$ cat src/rtl/nn_pkg.sv
// Shared neural-datapath constants and types.
// Holds accumulator/operand widths, the MAC engine state enum and the
// saturation limits used by the accumulator and downstream activation stage.
package nn_pkg;

    localparam int unsigned ACC_W  = 32;
    localparam int unsigned DATA_W = 8;
    localparam int unsigned PROD_W = 2 * DATA_W;

    localparam logic signed [ACC_W-1:0] ACC_MAX = {1'b0, {(ACC_W-1){1'b1}}};
    localparam logic signed [ACC_W-1:0] ACC_MIN = {1'b1, {(ACC_W-1){1'b0}}};

    typedef enum logic [1:0] {
        IDLE  = 2'd0,
        ACCUM = 2'd1,
        DONE  = 2'd2
    } mac_state_t;

endpackage : nn_pkg

$ cat src/rtl/sat_add32.sv
// Combinational saturating adder: acc + sign-extended product, clamped to
// the signed ACC_W range instead of wrapping.
// Ports:
//   acc  - signed ACC_W running value
//   prod - signed PROD_W product
//   sum  - signed ACC_W saturated result
module sat_add32
    import nn_pkg::*;
(
    input  logic signed [ACC_W-1:0]  acc,
    input  logic signed [PROD_W-1:0] prod,
    output logic signed [ACC_W-1:0]  sum
);

    localparam int unsigned EXT_W = ACC_W + 1;

    logic [EXT_W-1:0] sum_ext;

    // One guard bit is enough: |prod| is far below 2^31.
    assign sum_ext = {acc[ACC_W-1], acc}
                   + {{(EXT_W-PROD_W){prod[PROD_W-1]}}, prod};

    // Guard bit disagreeing with the sign bit means overflow; guard gives direction.
    always_comb begin
        sum = sum_ext[ACC_W-1:0];
        case (sum_ext[EXT_W-1 -: 2])
            2'b01:   sum = ACC_MAX;
            2'b10:   sum = ACC_MIN;
            default: sum = sum_ext[ACC_W-1:0];
        endcase
    end

endmodule : sat_add32

$ cat src/rtl/neuron_mac.sv
// Sequential int8 multiply-accumulate engine for one neuron.
// Loads bias on start, accumulates len act*weight products with int32
// saturation, then presents the result on a valid/ready handshake.
// Ports:
//   clk, rst_n          - clock, async active-low reset
//   start, bias, len    - neuron launch (sampled in IDLE only)
//   clear               - synchronous abort to IDLE, acc cleared
//   in_valid, in_ready  - operand pair handshake (act, weight)
//   out_valid, out_ready- result handshake
//   accumulator         - running / final sum
//   busy                - high in ACCUM or DONE
module neuron_mac
    import nn_pkg::*;
#(
    parameter int unsigned LEN_W = 8
) (
    input  logic                     clk,
    input  logic                     rst_n,
    input  logic                     start,
    input  logic signed [ACC_W-1:0]  bias,
    input  logic [LEN_W-1:0]         len,
    input  logic                     clear,
    input  logic                     in_valid,
    output logic                     in_ready,
    input  logic signed [DATA_W-1:0] act,
    input  logic signed [DATA_W-1:0] weight,
    output logic                     out_valid,
    input  logic                     out_ready,
    output logic signed [ACC_W-1:0]  accumulator,
    output logic                     busy
);

    mac_state_t               state_q, state_d;
    logic signed [ACC_W-1:0]  acc_q, acc_d;
    logic [LEN_W-1:0]         cnt_q, cnt_d;
    logic                     in_ready_d, out_valid_d, busy_d;
    logic signed [PROD_W-1:0] prod_c;
    logic signed [ACC_W-1:0]  sum_c;

    // Full-precision signed product; fits PROD_W without loss.
    assign prod_c = act * weight;

    sat_add32 u_sat_add32 (
        .acc  (acc_q),
        .prod (prod_c),
        .sum  (sum_c)
    );

    // State, datapath and registered status outputs.
    always_ff @(posedge clk or negedge rst_n) begin
        if (!rst_n) begin
            state_q   <= IDLE;
            acc_q     <= '0;
            cnt_q     <= '0;
            in_ready  <= 1'b0;
            out_valid <= 1'b0;
            busy      <= 1'b0;
        end else begin
            state_q   <= state_d;
            acc_q     <= acc_d;
            cnt_q     <= cnt_d;
            in_ready  <= in_ready_d;
            out_valid <= out_valid_d;
            busy      <= busy_d;
        end
    end

    // Next-state, datapath update and decode of next-state into status flags.
    always_comb begin
        state_d     = state_q;
        acc_d       = acc_q;
        cnt_d       = cnt_q;
        in_ready_d  = 1'b0;
        out_valid_d = 1'b0;
        busy_d      = 1'b0;

        if (clear) begin
            state_d = IDLE;
            acc_d   = '0;
            cnt_d   = '0;
        end else begin
            case (state_q)
                IDLE: begin
                    if (start) begin
                        acc_d   = bias;
                        cnt_d   = len;
                        state_d = (len == '0) ? DONE : ACCUM;
                    end
                end
                ACCUM: begin
                    if (in_valid && in_ready) begin
                        acc_d = sum_c;
                        cnt_d = cnt_q - LEN_W'(1);
                        if (cnt_q == LEN_W'(1)) begin
                            state_d = DONE;
                        end
                    end
                end
                DONE: begin
                    if (out_ready) begin
                        state_d = IDLE;
                    end
                end
                default: begin
                    state_d = IDLE;
                end
            endcase
        end

        // Flags are registered copies of the next-state decode.
        in_ready_d  = (state_d == ACCUM);
        out_valid_d = (state_d == DONE);
        busy_d      = (state_d == ACCUM) || (state_d == DONE);
    end

    assign accumulator = acc_q;

endmodule : neuron_mac

$ cat config.mk
export PLATFORM = sky130hd
export DESIGN_NAME = neuron_mac
export DESIGN_NICKNAME = d
export VERILOG_FILES = /design/src/rtl/nn_pkg.sv /design/src/rtl/sat_add32.sv /design/src/rtl/neuron_mac.sv
export SDC_FILE = /design/constraint.sdc
export NUM_CORES = 1
export LEC_CHECK = 0
export ABC_AREA = 1
export CAP_MARGIN = 5
export CORE_UTILIZATION = 58
export DETAILED_ROUTE_END_ITERATION = 7
export PLACE_DENSITY = 0.83
export SLEW_MARGIN = 0
export SYNTH_ARGS = -nofsm -noshare
export SYNTH_HDL_FRONTEND = slang
export SYNTH_HIERARCHICAL = 1
export SYNTH_SLANG_ARGS = --single-unit
$ cat constraint.sdc
create_clock -name clk -period 3.4 [get_ports clk]
set_input_delay 0.34 -clock clk [delete_from_list [all_inputs] [get_ports clk]]
set_output_delay 0.34 -clock clk [all_outputs]
set_load 0.02 [all_outputs]
==> results of run 1 <==
-- area by class of cell --
| class | instances | area [sq um] | share of cell area (%) |
|---|---|---|---|
| clock buffers | 5 | 125 | 1.10 |
| clock inverters | 3 | 50.0 | 0.441 |
| inverters | 292 | 1120 | 9.84 |
| multi-input cells | 879 | 6290 | 55.4 |
| flip-flops and latches | 45 | 1130 | 9.92 |
| well taps | 176 | 220 | 1.94 |
| repair buffers | 288 | 2420 | 21.3 |
-- timing repair --
item | in CTS | in global routing
setup endpoints to repair | 32 | 32
resized for setup | 124 | 79
pin swaps | 45 | 79
buffers inserted | 8 | 13
gates cloned | 3 | 0
-- placed cells by master, fill, tap and decap left out, drive strengths merged, types with 3 or more instances in the layout --
master,netlist,routed
ha,67,67
clkdlybuf4s50,0,79
nand4,6,6
xnor2,8,8
o22ai,3,3
a21oi,42,42
o21bai,4,4
buf,14,203
mux2i,31,31
o21ai,59,59
dfrtp,45,45
nor3,6,6
o31ai,3,3
nand3b,3,3
clkbuf,19,8
nand2,428,430
nand3,77,77
inv,292,293
nor2,73,73
xor2,6,6
fa,56,56
-- critical path, delay by kind of cell --
family | cells | cell delay, ns
AO/OA/AOI/OAI | 3 | 0.63
adder cells (fa/ha/maj) | 7 | 2.97
buffers and inverters | 9 | 0.75
multiplexers | 1 | 0.14
AND/OR/NAND/NOR | 15 | 1.60
-- per-stage QoR --
step / area (sq um) / std cells
after CTS: 11000 / 1676
after global routing: 11300 / 1688
final: 11300 / 1688
after floorplan: 8390 / 1247
after global placement: 10600 / 1657
after detailed placement: 10600 / 1657
-- sequential cells by signal, indices dropped and copies added, names as in the netlist --
register	flops
cnt_q	8
out_valid	1
state_q	2
busy	1
in_ready	1
accumulator	32
-- logic make-up (layout without fill, tap and decap cells) --
family | Yosys count | count (layout)
multiplexers | 31 | 31
buffers and inverters | 325 | 588
AND/OR/NAND/NOR | 595 | 597
adder cells (fa/ha/maj) | 123 | 123
XOR/XNOR | 14 | 14
AO/OA/AOI/OAI | 114 | 114
flip-flops | 45 | 45
-- path summary, 6_finish.rpt --
path,startpoint,end,slack (ns)
max,act[7],accumulator[6]$_DFFE_PN0P_,-2.84
min,rst_n,accumulator[19]$_DFFE_PN0P_,0.22
max reg2reg,accumulator[0]$_DFFE_PN0P_,accumulator[6]$_DFFE_PN0P_,0.27
min reg2reg,cnt_q[7]$_DFFE_PN0P_,cnt_q[7]$_DFFE_PN0P_,0.51
max in group asynchronous,rst_n,accumulator[1]$_DFFE_PN0P_,2.50
min in group clk,cnt_q[7]$_DFFE_PN0P_,cnt_q[7]$_DFFE_PN0P_,0.51
-- routing by layer --
metal	track usage [%]	share of wire (%)
met5	0	0
met4	11.1	3.0
met3	5.74	8.5
met2	59.4	46
met1	50.5	42
==> impl_metrics.json, run 1 <==
{
  "final.min_clock_period_ns": 6.24,
  "synth-main-ff-cell": "dfrtp_1",
  "max_freq_ghz": 0.160,
  "rsz0062_at_grt": "yes",
  "fillers": 740,
  "mappedNetlistNets": 1432,
  "grtUsageTotal_pct": 36.7,
  "htree_num_levels": 2,
  "synth.area.mux_share_pct": 3.96,
  "synth_top_family_by_area": "simple AND/OR/NAND/NOR gates",
  "vias": 9081,
  "finalCritPeriodShare_pct": 184,
  "synth_top_area_cell": "nand2_1",
  "final_nets": 1696,
  "core-area_sq_um": 13200,
  "end_kind": "register",
  "synth_warnings": 6,
  "drt-pass1-iter-count": 8,
  "syn_to_final_growth_pct": 44.9,
  "dp_hpwl_mm": 19.2,
  "die-area_sq_um": 14000,
  "clockBufferDepth": 2,
  "crit_type": "input pin to register",
  "worstRegToRegCells": 16,
  "grt_pass1_wl_mm": 41.1,
  "yosysMostFrequentCell": "nand2_1",
  "num_antenna_cells": 0,
  "final_util_pct": 86.0,
  "synth_fa_ha_area_share_pct": 25.0,
  "ys_seq_elements": 45,
  "status": "complete, but fails checks",
  "netlist.area_leader.share_pct": 19.9,
  "hold_viol_final": 0,
  "clock-sinks": 45,
  "fin_skew_ns": 0.0140,
  "ys_seq_area_share_pct": 14.4,
  "rows": 42,
  "whs_ns": 0.220,
  "first_global_vias": 8718,
  "slew_headroom_pct": 23.3,
  "cts_root_buf": "clkbuf_16",
  "synth_area_leaders": "nand2_1 20%, dfrtp_1 14%, fa_1 14%, inv_1 14%, ha_1 11%",
  "startpoint_type": "input pin",
  "grt_antenna_before_repair": 0,
  "synth_xor_area_share_pct": 1.57,
  "initial_utilization_pct": 59.4,
  "cap_violations": 0,
  "cp_slowest_cell": "fa_2",
  "grt-ovfl-total": 0,
  "synth_compound_area_share_pct": 7.70,
  "drcViolationCount": 0,
  "drive_gt1_share_pct": 25.3,
  "drt-wirelength-per-cell_um": 15.7,
  "violations": "setup timing",
  "synthArstFlopShare_pct": 100,
  "die_y_um": 118,
  "viasPerCell": 5.38,
  "required_ns": 3.61,
  "hold_buffers": 0,
  "synthSimpleGateAreaFrac_pct": 31.0,
  "syn-cell-area_sq_um": 7830,
  "ant_nets": 0,
  "cpMostUsedCell": "nand2_2",
  "dp_slack_ns": -3.45,
  "timing.final.ws_setup_ns": -2.84,
  "cts_tree": "done",
  "syn_avg_cell_area_sq_um": 6.28,
  "hp-class": "input pin to asynchronous set/reset pin",
  "io_buffers": 96,
  "synthTopCellsByCount": "415 x nand2_1, 288 x inv_1, 75 x nand3_1, 70 x nor2_1, 67 x ha_1",
  "worst_slew_pin_slew_ns": 1.15,
  "synth_edf_count": 0,
  "path_max_fanout": 5,
  "clk_pin_slew_ns": 0.08,
  "io_pins": 97,
  "finalMaxSlewViolations": 0,
  "cts_inserted_buffers": 5,
  "drt-total-wl_mm": 26.4,
  "cp_slowest_stage_delay_ns": 0.61,
  "setup_viol": 32,
  "worstPathArrival_ns": 6.45,
  "clk_latency_ns": 0.30,
  "place.gp.congestion": 0.945,
  "drt-initial-drc-count": 995,
  "syn_inst": 1247,
  "grt_max_degree": 46,
  "die_x_um": 118,
  "synth_cell_type_count": 35,
  "setup_tns_ns": -85.52
}
Power of run 1 is left out: the tool's default activity adds up to more than one toggle a clock period on the data nets, which glitch-free logic cannot reach.
==> run 2, diff against run 1 <==
GPL_TIMING_DRIVEN = 1   (was unset)
==> results of run 2 <==
The final DEF is identical to that of run 1; final timing and power are the same.
Power of run 2 is left out for the same reason.
